`src/rtl/jk_reg_driver.sv`:
```
// jk_reg_driver: command controller that sources J/K for a bank of JK flip-flops,
// waits for the bank to settle and verifies its Q outputs against the expected value.
// Optional feature: define JKDRV_ERR_COUNT_EN to add an 8-bit saturating err_count output.
module jk_reg_driver #(
   parameter int WIDTH         = 8,
   parameter int SETTLE_CYCLES = 2
) (
   input  logic             clk,
   input  logic             rst,
   input  logic             req_valid,
   output logic             req_ready,
   input  logic [1:0]       req_op,
   input  logic [WIDTH-1:0] req_data,
   output logic [WIDTH-1:0] j,
   output logic [WIDTH-1:0] k,
   input  logic [WIDTH-1:0] q_fb,
   output logic             busy,
   output logic             done,
   output logic             err
`ifdef JKDRV_ERR_COUNT_EN
   ,
   output logic [7:0]       err_count
`endif
);

   typedef enum logic [1:0] {
      IDLE   = 2'd0,
      DRIVE  = 2'd1,
      SETTLE = 2'd2,
      CHECK  = 2'd3
   } state_t;

   localparam logic [1:0] OP_LOAD   = 2'b00;
   localparam logic [1:0] OP_SET    = 2'b01;
   localparam logic [1:0] OP_CLEAR  = 2'b10;
   localparam logic [1:0] OP_TOGGLE = 2'b11;

   // The counter runs SETTLE_CYCLES-1 down to 0, so SETTLE lasts SETTLE_CYCLES edges.
   localparam logic [3:0] SETTLE_LOAD = 4'(SETTLE_CYCLES - 1);

   state_t           state_q, state_d;
   logic [WIDTH-1:0] j_q, j_d;
   logic [WIDTH-1:0] k_q, k_d;
   logic [WIDTH-1:0] exp_q, exp_d;
   logic [3:0]       cnt_q, cnt_d;
   logic             busy_q, busy_d;
   logic             done_q, done_d;
   logic             err_q, err_d;
   logic             ready_q, ready_d;
   logic             accept;

   // Next-state, excitation and registered-output logic.
   always_comb begin
      state_d = state_q;
      j_d     = '0;
      k_d     = '0;
      exp_d   = exp_q;
      cnt_d   = cnt_q;
      busy_d  = 1'b0;
      done_d  = 1'b0;
      err_d   = 1'b0;
      ready_d = 1'b0;
      // ready_q is only ever high in IDLE and CHECK, so it alone qualifies acceptance.
      accept  = req_valid && ready_q;

      case (state_q)
         IDLE: begin
            ready_d = 1'b1;
         end
         DRIVE: begin
            state_d = SETTLE;
            cnt_d   = SETTLE_LOAD;
            busy_d  = 1'b1;
         end
         SETTLE: begin
            if (cnt_q == 4'd0) begin
               state_d = CHECK;
               done_d  = 1'b1;
               err_d   = (q_fb != exp_q);
               ready_d = 1'b1;
            end else begin
               cnt_d  = cnt_q - 4'd1;
               busy_d = 1'b1;
            end
         end
         CHECK: begin
            state_d = IDLE;
            ready_d = 1'b1;
         end
         default: begin
            state_d = IDLE;
         end
      endcase

      // Acceptance overrides the IDLE/CHECK defaults so back-to-back commands lose no cycle.
      if (accept) begin
         state_d = DRIVE;
         busy_d  = 1'b1;
         ready_d = 1'b0;
         case (req_op)
            OP_LOAD: begin
               // Only bits that differ get excited; correct bits are held.
               j_d   = req_data & ~q_fb;
               k_d   = ~req_data & q_fb;
               exp_d = req_data;
            end
            OP_SET: begin
               j_d   = req_data;
               exp_d = q_fb | req_data;
            end
            OP_CLEAR: begin
               k_d   = req_data;
               exp_d = q_fb & ~req_data;
            end
            OP_TOGGLE: begin
               j_d   = req_data;
               k_d   = req_data;
               exp_d = q_fb ^ req_data;
            end
            default: begin
               exp_d = q_fb;
            end
         endcase
      end
   end

   // Control and output registers; reset aborts any command in flight.
   always_ff @(posedge clk) begin
      if (!rst) begin
         state_q <= IDLE;
         j_q     <= '0;
         k_q     <= '0;
         cnt_q   <= '0;
         busy_q  <= 1'b0;
         done_q  <= 1'b0;
         err_q   <= 1'b0;
         ready_q <= 1'b0;
      end else begin
         state_q <= state_d;
         j_q     <= j_d;
         k_q     <= k_d;
         cnt_q   <= cnt_d;
         busy_q  <= busy_d;
         done_q  <= done_d;
         err_q   <= err_d;
         ready_q <= ready_d;
      end
   end

   // Expected Q value; only meaningful while a command is in flight, so no reset.
   always_ff @(posedge clk) begin
      exp_q <= exp_d;
   end

   assign j         = j_q;
   assign k         = k_q;
   assign busy      = busy_q;
   assign done      = done_q;
   assign err       = err_q;
   assign req_ready = ready_q;

`ifdef JKDRV_ERR_COUNT_EN
   logic [7:0] err_cnt_q, err_cnt_d;

   // Saturating count of err pulses, advanced on the edge that raises err.
   always_comb begin
      err_cnt_d = err_cnt_q;
      if (err_d && (err_cnt_q != 8'hFF)) begin
         err_cnt_d = err_cnt_q + 8'd1;
      end
   end

   // Error counter register, cleared by reset.
   always_ff @(posedge clk) begin
      if (!rst) begin
         err_cnt_q <= '0;
      end else begin
         err_cnt_q <= err_cnt_d;
      end
   end

   assign err_count = err_cnt_q;
`endif

endmodule

```
`config.mk`:
```
export PLATFORM = sky130hd
export DESIGN_NAME = jk_reg_driver
export DESIGN_NICKNAME = d
export VERILOG_FILES = /design/src/rtl/jk_reg_driver.sv
export SDC_FILE = /design/constraint.sdc
export NUM_CORES = 1
export LEC_CHECK = 0
export BUFFER_PORTS_ARGS = -buffer_cell sky130_fd_sc_hd__clkbuf_2
export CORE_UTILIZATION = 54
export CTS_CLUSTER_DIAMETER = 100
export CTS_CLUSTER_SIZE = 8
export DETAILED_ROUTE_END_ITERATION = 8
export HOLD_SLACK_MARGIN = 0.08
export PLACE_DENSITY_LB_ADDON = 0.12
export SETUP_SLACK_MARGIN = 0.15
export SLEW_MARGIN = 10
export SYNTH_ARGS = -nofsm -noshare
export SYNTH_HDL_FRONTEND = slang
export SYNTH_SLANG_ARGS = --single-unit
```
`constraint.sdc`:
```
create_clock -name clk -period 1.85 [get_ports clk]
set_input_delay 0.0925 -clock clk [delete_from_list [all_inputs] [get_ports clk]]
set_output_delay 0.0925 -clock clk [all_outputs]
set_load 0.05 [all_outputs]
```
==> metrics.md <==
| Metric | Value |
|---|---|
| Run status | `finished clean` |
| CTS resizes | `0` |
| # clock sinks | `34` |
| Cell Area, Synth | `0.002002 mm²` |
| Count leader, synth | `ha_1` |
| Layout cells sized above 1 | `26.47%` |
| Worst Max-Slew Pin Slew | `0.5909 ns` |
| Crit Path Max Fanout | `9` |
| Avg Cell Area, Syn | `10.27 µm²` |
| Sequential-to-total area share from yosys stat | `38.00%` |
| Clock-pin transition on the worst setup and hold timing paths | `0.07 ns` |
| Vias in the first global route | `1504` |
| Power Dens Cells | `990.1 mW/mm²` |
| Synthesis warning total | `0` |
| Largest net degree at the start of global routing | `27` |
| I/O Buffers | `40` |
| Ports | `41` |
| Placed inst area | `0.002243 mm²` |
| Final Skew | `0.009928 ns` |
| Synthesized netlist cell count | `195` |
| Drt first-iter violations | `89` |
| Reg area | `760.7 µm²` |
| Initial core utilization | `58.16%` |
| Nets | `288` |
| Critical Path Source Type | `flop` |
| Slew Limit Headroom | `60.25%` |
| Final Critical Period | `1.501 ns` |
| Switch share | `33.81%` |
| Period utilisation layout | `81.11%` |
| DRC viols | `0` |
| Area of the multi-input gates | `0.001094 mm²` |
| Die area | `0.003955 mm²` |
| Vias per cell | `5.271` |
| Gr ovfl total | `0` |
| Post-Route Utilization | `68.34%` |
| FILL cells | `281` |
| Synth Net Count | `246` |
| Total CTS buffers | `5` |
| CP Class | `flop to flop` |
| Hold Path Class | `input port to flop` |
| Clk_lat worst skew | `0.28 ns` |
| Synth cell types | `32` |
| Top cells by area, synth | `dfxtp_1, ha_1, edfxtp_1` |
| Via count | `1497` |
| H-tree Lvls | `2` |
| Hold_buf cts | `0` |
| Met1 GRT Util | `26.13%` |
| Design area | `0.002352 mm²` |
| Most used routing layer | `met2` |
| Initial antenna violation count | `0` |
| Post-synth EDFFs | `8` |
| GRT Util Overall | `21.88%` |
| Top cells by count, synth | `ha_1, inv_1, dfxtp_1, nor2_1, a21oi_1` |
| CTS tree | `done` |
| Most used flip-flop cell after synthesis | `dfxtp_1` |
| Top-area cell type share of the netlist area | `26.00%` |
| Sw Pwr | `787.4 µW` |
| First-pass GRT wire length | `6665 µm` |
| CP Capture Type | `flop` |
| Sequential power share | `39.6%` |
| Routed len/inst | `13.60 µm` |
| Yosys reg bits | `34` |
| Total power draw | `2.329 mW` |
| Met2 usage | `38.04%` |
| Final Slew Violations | `0` |
| Final setup fails | `0` |
| Combinational share of power | `32.0%` |
| Row count | `21` |
| Critical Path RT | `2.04 ns` |
| RSZ-0062 raised after global routing | `no` |
| Die Y | `62.89 µm` |
| CTS Buffer Depth | `2` |
| Root Driver | `clkbuf_8` |
| DRT Wirelength | `3862 µm` |
| Fin. Hold Viols | `0` |
| Setup TNS | `0 ns` |
| Clk pwr share | `28.3%` |
| Ys async rst share | `0%` |
| Post-CTS Setup Bufs | `0` |
| P&R area growth vs syn | `17.50%` |
| Antenna cell count | `0` |
| Max_cap viols | `0` |
| Yosys top cell by area | `dfxtp_1` |
| HPWL Detailed | `2934 µm` |
| RD Place Congestion | `0.8349` |
| Worst VDD drop | `0.4429 mV` |
| Core Area | `0.003442 mm²` |
| Critical Path AT | `1.69 ns` |
| Lkg Pwr | `1.104 nW` |
| First-pass DRT Iterations | `4` |
| Internal power | `1.542 mW` |
| Met3 Usage GRT | `4.745%` |
| Chip width | `62.89 µm` |
| Fmax | `0.6664 GHz` |
| DRT antenna net count | `0` |
-- kinds of logic after synthesis --
kind of cell    count (synthesis)  synth area share, %
compound gates                 29                9.375
xor+xnor                        8                3.500
fa+ha+maj                      30                18.75
buf+inv                        37                7.374
flops                          34                38.00
mux                             8                9.000
simple gates                   49                14.00
-- critical path, stage by stage (launching register included) --
cell      delay (ns)
dfxtp_1         0.41
ha_1            0.34
and4bb_4        0.34
nor2_1          0.07
nor3_1          0.25
-- layer usage --
| metal | share of wire, % | vias to the layer above | wire, µm |
|---|---|---|---|
| met5 | 0 | - | 0 |
| met4 | 1.4 | 0 | 54 |
| met3 | 4.0 | 5 | 156 |
| met2 | 49 | 46 | 1876 |
| met1 | 46 | 697 | 1775 |
| li1 | - | 749 | - |
-- power by group through the flow --
| stage | sequential, mW | combinational (mW) | clock, mW |
|---|---|---|---|
| 4_1_cts | 0.923 | 0.743 | 0.673 |
| 5_1_grt | 0.936 | 0.814 | 0.703 |
| 6_report | 0.923 | 0.746 | 0.660 |
| 3_3_place_gp | 0.932 | 0.706 | 0 |
| 3_5_place_dp | 0.940 | 0.738 | 0 |
| 2_1_floorplan | 1.07 | 0.416 | 0 |
-- registers in the layout, summed over array words and instances, names as in the netlist --
register   cells
state_q        2
busy           1
k              8
err            1
j              8
req_ready      1
done           1
cnt_q          4
exp_q          8
-- cell type report --
cell class,instances,area share (%)
clock buffer,5,2.926
clock inverter,3,1.702
inverter,29,4.628
multi-input combinational,124,46.49
sequential,34,32.34
tap,46,2.447
timing repair buffer,43,9.468
-- placed cells by master (no fill, tap or decap), drive strengths merged, types with 2 or more instances in the layout --
| cell | n |
|---|---|
| edfxtp | 8 |
| dfxtp | 26 |
| xor2 | 8 |
| mux4 | 8 |
| a22oi | 7 |
| ha | 30 |
| nand2b | 2 |
| o21ai | 3 |
| nor3 | 3 |
| and2 | 2 |
| inv | 29 |
| buf | 3 |
| a21oi | 13 |
| nor2 | 20 |
| nor3b | 10 |
| clkbuf | 45 |
| nor4 | 2 |
| clkinv | 2 |
| nand2 | 3 |
-- through the flow --
stage / setup slack, ns / cells / hold WS [ns]
floorplan: 0.2888 / 195 / 0.2259
global placement: 0.4692 / 276 / 0.3952
detailed placement: 0.3943 / 276 / 0.4065
CTS: 0.3696 / 284 / 0.1097
global route: 0.2343 / 284 / 0.1422
finish: 0.3494 / 284 / 0.1195
-- path summary, 6_finish.rpt --
check | depth (start not counted) | slack, ns | to | start
worst max-delay path | 4 | 0.35 | req_ready$_SDFF_PP0_ | state_q[1]$_SDFFE_PP0P_
worst min-delay path | 3 | 0.12 | k[7]$_SDFF_PN0_ | req_data[7]
worst max register to register | 4 | 0.35 | req_ready$_SDFF_PP0_ | state_q[1]$_SDFFE_PP0P_
worst min register to register | 2 | 0.51 | cnt_q[3]$_SDFFE_PN0P_ | cnt_q[3]$_SDFFE_PN0P_
Note: power is estimated with default switching activity, not from simulation.
